`config.mk`:
```
export PLATFORM = sky130hd
export DESIGN_NAME = key_debounce
export DESIGN_NICKNAME = d
export VERILOG_FILES = /design/src/rtl/key_debounce.sv
export SDC_FILE = /design/constraint.sdc
export NUM_CORES = 1
export LEC_CHECK = 0
export ABC_CLOCK_PERIOD_IN_PS = 2700
export BUFFER_PORTS_ARGS = -buffer_cell sky130_fd_sc_hd__buf_4
export CORE_MARGIN = 3
export CORE_UTILIZATION = 25
export DETAILED_ROUTE_END_ITERATION = 8
export GPL_TIMING_DRIVEN = 0
export PLACE_DENSITY = 0.44
export SYNTH_ARGS = -nofsm -noshare
export SYNTH_HDL_FRONTEND = slang
export SYNTH_SLANG_ARGS = --single-unit
```
`constraint.sdc`:
```
create_clock -name sys_clk -period 2.7 [get_ports sys_clk]
set_input_delay 0.54 -clock sys_clk [delete_from_list [all_inputs] [get_ports sys_clk]]
set_output_delay 0.54 -clock sys_clk [all_outputs]
set_load 0.01 [all_outputs]
```
`src/rtl/key_debounce.sv`:
```
// Active-low key debouncer: 2-flop synchroniser, 4-state FSM, registered level and strobes.
// Optional long-press strobe is compiled in when KEY_LONG_PRESS_EN is defined.
module key_debounce #(
  parameter int DEBOUNCE_CNT = 1_000_000,
  parameter int LONG_CNT     = 50_000_000
) (
  input  logic sys_clk,
  input  logic sys_rst_n,
  input  logic key_in,
  output logic key_filter,
  output logic key_press,
  output logic key_release,
  output logic key_long
);

  localparam int DB_W = (DEBOUNCE_CNT > 1) ? $clog2(DEBOUNCE_CNT) : 1;
  localparam logic [DB_W-1:0] DB_MAX = DB_W'(DEBOUNCE_CNT - 1);

  typedef enum logic [1:0] {IDLE, PRESS_DB, PRESSED, RELEASE_DB} state_t;

  state_t          state;
  logic [DB_W-1:0] cnt;
  logic            sync_meta;
  logic            key_s;
  logic            press_done;
  logic            release_done;

  if (DEBOUNCE_CNT < 2 || LONG_CNT < 2) begin : g_param_check
    $error("key_debounce: DEBOUNCE_CNT and LONG_CNT must both be at least 2");
  end

  always_ff @(posedge sys_clk or negedge sys_rst_n) begin
    if (!sys_rst_n) begin
      sync_meta <= 1'b1;
      key_s     <= 1'b1;
    end else begin
      sync_meta <= key_in;
      key_s     <= sync_meta;
    end
  end

  assign press_done   = (state == PRESS_DB)   && !key_s && (cnt == DB_MAX);
  assign release_done = (state == RELEASE_DB) &&  key_s && (cnt == DB_MAX);

  always_ff @(posedge sys_clk or negedge sys_rst_n) begin
    if (!sys_rst_n) begin
      state       <= IDLE;
      cnt         <= '0;
      key_filter  <= 1'b1;
      key_press   <= 1'b0;
      key_release <= 1'b0;
    end else begin
      key_press   <= 1'b0;
      key_release <= 1'b0;
      case (state)
        IDLE: begin
          if (!key_s) begin
            state <= PRESS_DB;
            cnt   <= '0;
          end
        end
        PRESS_DB: begin
          if (key_s) begin
            state <= IDLE;
            cnt   <= '0;
          end else if (press_done) begin
            state      <= PRESSED;
            key_filter <= 1'b0;
            key_press  <= 1'b1;
          end else begin
            cnt <= cnt + 1'b1;
          end
        end
        PRESSED: begin
          if (key_s) begin
            state <= RELEASE_DB;
            cnt   <= '0;
          end
        end
        RELEASE_DB: begin
          if (!key_s) begin
            state <= PRESSED;
            cnt   <= '0;
          end else if (release_done) begin
            state       <= IDLE;
            key_filter  <= 1'b1;
            key_release <= 1'b1;
          end else begin
            cnt <= cnt + 1'b1;
          end
        end
        default: begin
          state <= IDLE;
          cnt   <= '0;
        end
      endcase
    end
  end

`ifdef KEY_LONG_PRESS_EN
  localparam int LONG_W = $clog2(LONG_CNT);
  localparam logic [LONG_W-1:0] LONG_MAX = LONG_W'(LONG_CNT - 1);

  logic [LONG_W-1:0] long_cnt;
  logic              long_fired;

  // Counter runs through release bounces; only acceptance of a release (or idle) clears it.
  always_ff @(posedge sys_clk or negedge sys_rst_n) begin
    if (!sys_rst_n) begin
      long_cnt   <= '0;
      long_fired <= 1'b0;
      key_long   <= 1'b0;
    end else if (state == IDLE || state == PRESS_DB || release_done) begin
      long_cnt   <= '0;
      long_fired <= 1'b0;
      key_long   <= 1'b0;
    end else begin
      key_long <= (long_cnt == LONG_MAX) && !long_fired;
      if (long_cnt == LONG_MAX) begin
        long_fired <= 1'b1;
      end else begin
        long_cnt <= long_cnt + 1'b1;
      end
    end
  end
`else
  assign key_long = 1'b0;
`endif

endmodule

```
==> After elaboration in Yosys (flattened, before gate mapping) <==
Index checks and enable logic that the tools add are counted.
{ "word_totals": {"register_bits": 27, "inputBits": 3, "out_inout_bits": 4, "wordCells": 57} }
{ "op_classes": {"n_addsub": 1, "eq_ne": 14, "muxes": 25, "n_reduce_logical": 10} }
{ "op_table": {"columns": ["cell", "n"], "rows": [
  ["2-to-1 mux 20 bit", 6],
  ["one-hot mux 20 bit (4 select lines)", 1],
  ["adder 20 x 1 -> 20 bit (second input constant)", 1],
  ["== test 20 bit (second input constant)", 1],
  ["2-to-1 mux 2 bit", 6],
  ["!= test 2 bit (second input constant)", 6],
  ["!= test 3 bit (second input constant)", 4],
  ["2-to-1 mux 1 bit", 10],
  ["one-hot mux 2 bit (4 select lines)", 1],
  ["AND reduction 4 bit", 2],
  ["AND reduction 5 bit", 1],
  ["== test 2 bit (second input constant)", 2],
  ["logical AND 1 bit", 4],
  ["== test 2 x 1 -> 1 bit (second input constant)", 1],
  ["zero test 2 bit", 1],
  ["one-hot mux 1 bit (2 select lines)", 1],
  ["nonzero test 2 bit", 1],
  ["zero test 1 bit", 1]
]} }

==> Longest topological paths before layout <==
Gate-level depths: netlist (run 1).
{ "depth": {"depth_word": 6, "depth_mapped": 6, "ltp_nobuf": 4} }

==> Worst setup path before layout (run 1) <==
OpenSTA, ideal clock, no wires.
{ "synth_timing": {"kind": "register to register", "startpoint": "reg cnt[13]", "endpoint": "reg cnt[6]", "setup_time_ps": 121, "t_arrival_ps": 1552, "t_required_ps": 2579, "path_slack_ps": 1027, "path_stages_with_launch": 7, "n_path_buf": 2, "period_less_slack_ps": 1673, "cell_sequence": "dfrtp_1 buf_6 nor4b_2 nand4_2 o31a_1 buf_6 a22o_1"} }
{ "synth_between": {"elab_chain_cells": 4, "elab_cells_between_ends": 6, "classes_between": "3 x eq/ne; 3 x reduce/logical"} }
{ "synth_rtl": {"columns": ["item", "line", "source"], "rows": [
  ["from (decl)", "22", "logic [DB_W-1:0] cnt;"],
  ["from (signal assigned)", "71", "cnt <= cnt + 1'b1;"],
  ["from (signal assigned)", "89", "cnt <= cnt + 1'b1;"],
  ["== test 20 bit *", "42, 43", null],
  ["logical AND 1 bit (on tied branches)", "43, 42", null],
  ["!= test 3 bit (no line)", null, null],
  ["AND reduction 4 bit (no line) *", null, null]
]} }
Every way passes the cells marked *; elsewhere a longest branch is shown, timed or not.
A chain may end at the register's enable or synchronous reset.

==> Worst setup path in the final report (run 1) <==
{ "layout_timing": {"startpoint": "reg cnt[6]", "endpoint": "reg state[0]"} }
{ "layout_between": {"elab_chain_cells": 4, "elab_cells_between_ends": 6, "classes_between": "3 x eq/ne; 3 x reduce/logical"} }
{ "layout_rtl": {"columns": ["item", "line", "source"], "rows": [
  ["== test 20 bit *", "42, 43", null],
  ["logical AND 1 bit (on tied branches)", "43, 42", null],
  ["!= test 3 bit (no line)", null, null],
  ["AND reduction 4 bit (no line) *", null, null],
  ["to (signal assigned)", "47", "state <= IDLE;"],
  ["to (signal assigned)", "58", "state <= PRESS_DB;"],
  ["to (signal assigned)", "64", "state <= IDLE;"],
  ["to (decl)", "21", "state_t state;"]
]} }
Marks and branches as above.

==> flow_summary.yaml, run 1 <==
detailed_routing:
  ant_nets: 0
  drc: 0
  drt_first_pass_iters: 4
  wl_per_cell_um: 14.9
  drt_iter0_markers: 63
  wirelength_um: 3480
  viasPerCell: 5.33
  vias: 1242
logic_synthesis:
  synth_fp_nets: 156
  avgSynthCellArea_um2: 10.1
  syn_inst: 152
  async_reset_ff_frac: 1.00
  ys_warn_count: 0
  synth_edf_count: 0
  ys_seq_area_frac: 0.441
  synth_cell_types: 46
  synthFlopType: "dfrtp_1"
  synth_area_mm2: 0.00154
  synth.ff_latch_count: 27
layout:
  area_growth_pct: 11.5
  nNetsFinal: 166
  fillCellCount: 613
  layout.cells.non_filler: 233
  n_antenna_cell: 0
  drive_gt1_frac: 0.211
worst_setup_path:
  reg2reg_depth: 5
  end_kind: "register"
  r2r_slack_ns: 0.79
  r2r-start: "cnt[6]"
  critPathLaunchType: "register"
  critical_path_required_ns: 2.84
  crit_arrival_ns: 2.06
  worstSetupPathType: "register to register"
  worstPathMaxFanout: 9
  timing.rr.end: "state[0]"
sta:
  slew_headroom: 0.573
  clock.fmax_mhz: 523
  finalSetupViolCount: 0
  fin_setup_tns_ns: 0
  rsz0062_at_grt: "no"
  min_period_over_period: 0.708
  final-max-slew-violation-count: 0
  final_hold_viol_count: 0
  fin_skew_ns: 0.0126
  final.min_clock_period_ns: 1.91
  tightest_slew_ns: 0.635
die:
  die_h_um: 84.5
  start_util: 0.268
  dieArea_mm2: 0.00713
  fp-row-count: 27
  core_area_mm2: 0.00574
  die_x_um: 84.5
  ios: 7
pwr:
  power_mw: 0.931
  p_leak_nw: 0.702
  p_per_area_mw_per_mm2: 543
  vdd_drop_max_mv: 0.286
cts:
  cts_setup_buffers: 0
  clk_latency_ns: 0.28
  cts_buffers: 3
  cts_tree: "yes"
  cts_hold_buf: 0
  cts_resized: 0
  htree_num_levels: 1
  root_buffer: "clkbuf_8"
  cts.path.max_buffers: 2
  clk_pin_slew_ns: 0.11
  cts.sinks: 27
placement:
  port_buffers: 5
  place_congestion: 0.784
  dp_hpwl_um: 2480
  numPlacedInstances: 229
hold_path:
  hold_path.class: "primary input to asynchronous set/reset pin"
grt:
  grt_pass1_vias: 1221
  grtUsageTotal: 0.102
  overflow: 0
  grt_pass1_wl_um: 6020
  grt_max_degree: 28
  antenna_found_initial: 0
run:
  cap_violations: 0
outcome:
  status: "complete, no violations"
==> layout by cell type (no fill, tap or decap), types with 2 or more instances in the layout <==
cell type	Yosys	layout
a21o_1	2	2
a21oi_1	9	9
a31oi_1	7	7
a41oi_1	2	2
and3_1	5	5
and4_1	6	6
buf_2	6	6
buf_4	1	6
buf_6	3	3
clkbuf_8	0	3
dfrtp_1	24	24
dfstp_2	3	3
inv_1	8	8
nand2_1	6	6
nand2b_1	2	2
nand3_1	6	6
nand4_1	4	4
nand4_2	2	2
nor2_1	3	3
nor3_1	3	3
nor4b_2	2	2
o2111a_1	2	2
o2111ai_1	2	2
o211ai_2	2	2
o21ai_0	6	6
o22ai_1	3	3
o31ai_1	5	5
or3_1	4	4
or4_1	3	3
xnor2_1	4	4
==> cell families (layout without fill, tap and decap cells) <==
family	Yosys count	count (layout)	synth area share
adders and majority gates	1	1	0.00813
DFF	27	27	0.441
and+or+nand+nor	50	50	0.214
AOI/OAI and AO/OA	48	48	0.225
xor gates and xnor gates	5	5	0.0333
muxes	1	1	0.00650
other	1	1	0.00244
buffers and inverters	19	28	0.0691
==> metal layers <==
metal	up-vias	global-route usage	wire, um
li1	599	-	-
met1	624	0.140	1810
met2	15	0.161	1540
met3	4	0.0236	81
met4	0	0.0288	43
met5	-	0	0
==> cell type report <==
type / count / area [um2] / area share
plain buffers: 11 / 76.3 / 0.0445
clock buffers: 3 / 41.3 / 0.0241
clock inverters: 1 / 7.51 / 0.00438
inverters: 8 / 30.0 / 0.0175
multi-input cells: 106 / 753 / 0.439
flip-flops and latches: 27 / 679 / 0.396
well taps: 72 / 90.1 / 0.0525
repair buffers: 5 / 37.5 / 0.0219
==> critical path, cell delays in order (launching register included) <==
cell,delay (ns)
dfrtp_1,0.37
buf_2,0.18
nor3b_1,0.27
nand4_2,0.23
o21ai_0,0.53
a21boi_0,0.20
==> power breakdown <==
group	leakage [nW]	switching, mW	internal, mW
clock network	0.0217	0.140	0.105
logic	0.318	0.148	0.0766
registers	0.363	0.0301	0.431
==> cell usage after synthesis, types with 5 or more instances <==
master,number,area (um2)
o31ai_1,5,37.5
nand3_1,6,30.0
a31oi_1,7,43.8
o21ai_0,6,30.0
buf_2,6,30.0
inv_1,8,30.0
nand2_1,6,22.5
and3_1,5,31.3
a21oi_1,9,45.0
and4_1,6,52.6
dfrtp_1,24,601
==> metrics by stage <==
stage / util / setup slack [ns] / instance area, um2 / hold slack [ns]
6_report: 0.299 / 0.789 / 1720 / 0.157
3_5_place_dp: 0.290 / 0.775 / 1670 / 0.347
4_1_cts: 0.299 / 0.771 / 1720 / 0.163
2_1_floorplan: - / 1.03 / 1540 / 0.244
3_3_place_gp: 0.290 / 0.807 / 1670 / 0.346
5_1_grt: 0.299 / 0.639 / 1720 / 0.170
==> registers in the layout (all words and copies together) (netlist names), named ones only <==
name / flops
key_press: 1
sync_meta: 1
key_release: 1
key_s: 1
key_filter: 1
cnt: 20
state: 1
==> worst max path at each step <==
| stage | endpoint | startpoint | cells past startpoint | slack [ns] |
|---|---|---|---|---|
| after floorplan | cnt[6] | cnt[13] | 6 | 1.03 |
| after global placement | cnt[6] | key_s | 5 | 0.81 |
| after detailed placement | state[0] | cnt[11] | 5 | 0.78 |
| after CTS | state[0] | cnt[11] | 5 | 0.77 |
| after global routing | state[0] | cnt[6] | 5 | 0.64 |
| final | state[0] | cnt[6] | 5 | 0.79 |
Note: power is estimated with default switching activity, not from simulation.
==> inputs of run 2 (changes only) <==
Settings changed: ABC_CLOCK_PERIOD_IN_PS 2700 to 2000.
Clock period 2.7 ns to 2 ns, I/O delays scaled along.
==> run 2 against run 1 <==
Compared with the run above:
- via count fell by 1.3%
- highest routed layer unchanged
- first-iteration DRC count fell by 9.5%
- global-route usage is the same
==> flow_summary.yaml, run 2 (same netlist as run 1, synthesis figures left out) <==
outcome:
  status: "complete, no violations"
pwr:
  p_per_area_mw_per_mm2: 735
  vdd_drop_max_mv: 0.392
  power_mw: 1.26
  p_leak_nw: 0.702
placement:
  dp_hpwl_um: 2480
  port_buffers: 5
  place_congestion: 0.784
  preCtsSetupSlack_ns: 0.0753
detailed_routing:
  drc: 0
  vias: 1226
  wirelength_um: 3480
  drt_iter0_markers: 57
  viasPerCell: 5.26
  wl_per_cell_um: 14.9
  ant_nets: 0
  drt_first_pass_iters: 4
sta:
  fin_skew_ns: 0.0127
  final-max-slew-violation-count: 0
  rsz0062_at_grt: "no"
  tightest_slew_ns: 0.634
  final_hold_viol_count: 0
  hold_slack_ns: 0.0192
  setup_slack_ns: 0.153
  min_period_over_period: 0.923
  fin_setup_tns_ns: 0
  finalSetupViolCount: 0
  clock.fmax_mhz: 541
  slew_headroom: 0.574
  final.min_clock_period_ns: 1.85
cts:
  cts.path.max_buffers: 2
  clk_pin_slew_ns: 0.11
  cts.sinks: 27
  htree_num_levels: 1
  cts_buffers: 3
  root_buffer: "clkbuf_8"
  cts_hold_buf: 0
  clk_latency_ns: 0.28
  cts_setup_buffers: 0
  cts_tree: "yes"
worst_setup_path:
  critical_path_required_ns: 2.18
  crit_chain: "buf_2 > nor3b_1 > nand4_2 > o31a_1 > buf_6 > a22o_1"
  end_kind: "register"
  timing.rr.end: "cnt[6]"
  reg2reg_depth: 6
  critPathLaunchType: "register"
  worstPathMaxFanout: 9
  r2r_slack_ns: 0.15
  worstSetupPathType: "register to register"
  r2r-start: "cnt[6]"
  cp_slowest_cell: "dfrtp_1"
  max_stage_delay_ns: 0.37
  crit_arrival_ns: 2.03
layout:
  n_antenna_cell: 0
  area_growth_pct: 11.6
  largest_reg_flops: 20
  drive_gt1_frac: 0.217
  top_register: "cnt"
  final_common_cell: "dfrtp_1"
  layout_common_cells: "dfrtp_1, a21oi_1, inv_1, a31oi_1"
  nNetsFinal: 166
  fillCellCount: 613
die:
  dieArea_mm2: 0.00713
  ios: 7
  core_area_mm2: 0.00574
  fp-row-count: 27
  die_x_um: 84.5
  start_util: 0.268
  die_h_um: 84.5
run:
  cap_violations: 0
grt:
  antenna_found_initial: 0
  grt_pass1_wl_um: 6020
  overflow: 0
  grt_max_degree: 28
  grt_pass1_vias: 1221
  grtUsageTotal: 0.102
hold_path:
  hold_path.class: "primary input to asynchronous set/reset pin"
## run 2: cell count changes in the layout (fill, tap and decap cells not counted)
cell	change
nand2_1	-1
nand2_2	+1
o21ai_0	-1
o21ai_1	+1
## run 2: repair_timing
action                                 in CTS  in global routing
endpoints found under the hold margin       0                  0
setup endpoints to repair                   0                  6
resized for setup                           0                  2
## run 2: per-stage QoR
stage | instance area (um2) | std cells | util
global route | 1720 | 233 | 0.299
finish | 1720 | 233 | 0.299
floorplan | 1540 | 152 | -
global placement | 1670 | 229 | 0.290
CTS | 1720 | 233 | 0.299
detailed placement | 1670 | 229 | 0.290
## run 2: area by class of cell
class | count | area, um2 | area share
clock buffer | 3 | 41.3 | 0.0240
inverter | 8 | 30.0 | 0.0175
buffer | 11 | 76.3 | 0.0444
timing repair buffer | 5 | 37.5 | 0.0218
sequential | 27 | 679 | 0.395
tap | 72 | 90.1 | 0.0524
multi-input combinational | 106 | 756 | 0.440
clock inverter | 1 | 7.51 | 0.00437
## run 2: worst max-delay path by stage
stage	from	end	slack [ns]
4_1_cts	cnt[11]	state[0]	0.07
6_report	cnt[6]	cnt[6]	0.15
3_5_place_dp	cnt[11]	state[0]	0.08
3_3_place_gp	key_s	cnt[6]	0.11
5_1_grt	register	cnt[13]	0.07
2_1_floorplan	cnt[13]	cnt[6]	0.33
## run 2: worst max-delay path: cells and delay by family, from the launching register on
family | cells | cell delay, ns
buf+inv | 2 | 0.33
compound gates | 2 | 0.54
simple gates | 2 | 0.50
flops | 1 | 0.37
## run 2: layer usage
layer / track usage / vias to the layer above / share of wire
li1: - / 599 / -
met1: 0.140 / 612 / 0.52
met2: 0.161 / 11 / 0.44
met3: 0.0236 / 4 / 0.020
met4: 0.0288 / 0 / 0.012
met5: 0 / - / 0
## run 2: power by group
| part | switching (mW) | internal [mW] |
|---|---|---|
| logic | 0.204 | 0.105 |
| registers | 0.0407 | 0.582 |
| clock network | 0.189 | 0.142 |
| total | 0.434 | 0.828 |
==> inputs of run 3 (changes only) <==
Settings changed: CORE_UTILIZATION 25 to 60, PLACE_DENSITY 0.44 to 0.83, TNS_END_PERCENT set to 1.
==> run 3 against run 2 <==
Compared with the run above:
- worst setup slack worse by 0.053 ns
- via count is 5.0% higher
- count of clock-buffer cells in the layout stayed put
- clock skew is 0.0052 ns lower
==> flow_summary.yaml, run 3 (same netlist as run 1, synthesis figures left out) <==
sta:
  fin_skew_ns: 0.00752
  final.min_clock_period_ns: 1.90
  fin_setup_tns_ns: 0
  tightest_slew_ns: 0.637
  min_period_over_period: 0.950
  slew_headroom: 0.572
  final-max-slew-violation-count: 0
  hold_slack_ns: 0.161
  rsz0062_at_grt: "no"
  final_hold_viol_count: 0
  finalSetupViolCount: 0
  clock.fmax_mhz: 526
cts:
  root_buffer: "clkbuf_4"
  htree_num_levels: 1
  clk_latency_ns: 0.32
  cts_tree: "yes"
  clk_pin_slew_ns: 0.15
  cts.sinks: 27
  cts_resized: 0
  cts_buffers: 3
  cts.path.max_buffers: 2
grt:
  grt_pass1_vias: 1291
  antenna_found_initial: 0
  grtUsageTotal: 0.223
  grt_pass1_wl_um: 5700
  grt_max_degree: 28
  overflow: 0
layout:
  layout.cells.non_filler: 190
  fin_util: 0.711
  drive_gt1_frac: 0.210
  ff_latch_area_um2: 679
  final_common_cell: "dfrtp_1"
  multi_input_area_um2: 753
  top_register: "cnt"
  n_antenna_cell: 0
  fillCellCount: 166
  area_growth_pct: 7.15
  layout_common_cells: "dfrtp_1, a21oi_1, inv_1, a31oi_1"
  nNetsFinal: 167
  largest_reg_flops: 20
worst_setup_path:
  worstPathMaxFanout: 9
  timing.rr.end: "cnt[6]"
  critical_path_required_ns: 2.24
  worstSetupPathType: "register to register"
  cp.buffers_inverters: 1
  crit_family: "flip-flops"
  r2r-start: "key_s"
  reg2reg_depth: 5
  crit_chain: "xnor2_2 > nand2_1 > o31a_1 > buf_6 > a22o_1"
  critPathLaunchType: "register"
  end_kind: "register"
  crit_arrival_ns: 2.14
  r2r_slack_ns: 0.1
  cp_slowest_cell: "dfstp_2"
  max_stage_delay_ns: 0.62
detailed_routing:
  drt_first_pass_iters: 4
  drc: 0
  ant_nets: 0
  wl_per_cell_um: 17.1
  wirelength_um: 3240
  vias: 1287
  viasPerCell: 6.77
  drt_iter0_markers: 62
hold_path:
  min_path_cells: 1
  hold_end: "sync_meta"
  hold_path.class: "primary input to register"
  worstHoldStart: "key_in"
die:
  start_util: 0.664
  die_h_um: 56.6
  fp-row-count: 17
  die_x_um: 56.6
  core_area_mm2: 0.00232
  ios: 7
  dieArea_mm2: 0.00321
pwr:
  p_per_area_mw_per_mm2: 701
  vdd_drop_max_mv: 0.666
  p_leak_nw: 0.702
placement:
  numPlacedInstances: 185
  dp_hpwl_um: 2320
  port_buffers: 5
  place_congestion: 0.792
outcome:
  status: "complete, no violations"
run:
  cap_violations: 0
[run 3: cell types whose count changed in the layout (fill, tap and decap cells not counted)]
cell | previous run | this run
clkbuf_4 | 0 | 3
clkbuf_8 | 3 | 0
clkinv_2 | 0 | 1
clkinvlp_4 | 1 | 0
dlygate4sd3_1 | 0 | 1
nand2_1 | 5 | 6
nand2_2 | 2 | 1
o21ai_0 | 5 | 6
o21ai_1 | 1 | 0
[run 3: timing repair]
item	CTS	global route
hold buffers	1	0
setup buffers	0	0
hold endpoints to repair	24	0
[run 3: cell type report]
class	instances	share of cell area
multi-input combinational	106	0.457
inverter	8	0.0182
tap	28	0.0212
clock inverter	1	0.00303
timing repair buffer	6	0.0288
buffer	11	0.0463
sequential	27	0.412
clock buffer	3	0.0137
[run 3: per-stage QoR]
| stage | setup slack (ns) | area (um2) | total power, mW |
|---|---|---|---|
| 6_report | 0.0999 | 1650 | 1.16 |
| 5_1_grt | 0.00171 | 1650 | 1.23 |
| 4_1_cts | 0.116 | 1650 | 1.16 |
| 3_5_place_dp | 0.140 | 1610 | 0.925 |
| 3_3_place_gp | 0.166 | 1610 | 0.909 |
| 2_1_floorplan | 0.327 | 1540 | 0.845 |
[run 3: worst max-delay path by stage]
stage | from | end | slack [ns] | cells past startpoint
detailed placement | key_s | cnt[6] | 0.14 | 5
CTS | key_s | cnt[6] | 0.12 | 5
floorplan | cnt[13] | cnt[6] | 0.33 | 6
global route | register | cnt[6] | 0.002 | 5
finish | key_s | cnt[6] | 0.1 | 5
global placement | key_s | cnt[6] | 0.17 | 5
[run 3: power breakdown]
part | leakage, nW | total [mW] | switching (mW) | internal (mW)
sequential | 0.363 | 0.623 | 0.0409 | 0.582
combinational | 0.322 | 0.296 | 0.191 | 0.106
clock | 0.0177 | 0.237 | 0.162 | 0.0750
total | 0.702 | 1.16 | 0.394 | 0.763
[run 3: metal layers]
metal	vias up	global-route usage	wire length, um
met5	-	0	0
met4	0	0.115	76
met3	12	0.0230	181
met2	51	0.381	1620
met1	621	0.274	1370
li1	603	-	-
[run 3: worst register-to-register path, delay by kind of cell, from the launching register on]
family                    cells  cell delay [ns]
buffers and inverters         1             0.14
AOI/OAI and AO/OA             2             0.53
and+or+nand+nor               1             0.32
DFF                           1             0.62
xor gates and xnor gates      1             0.21
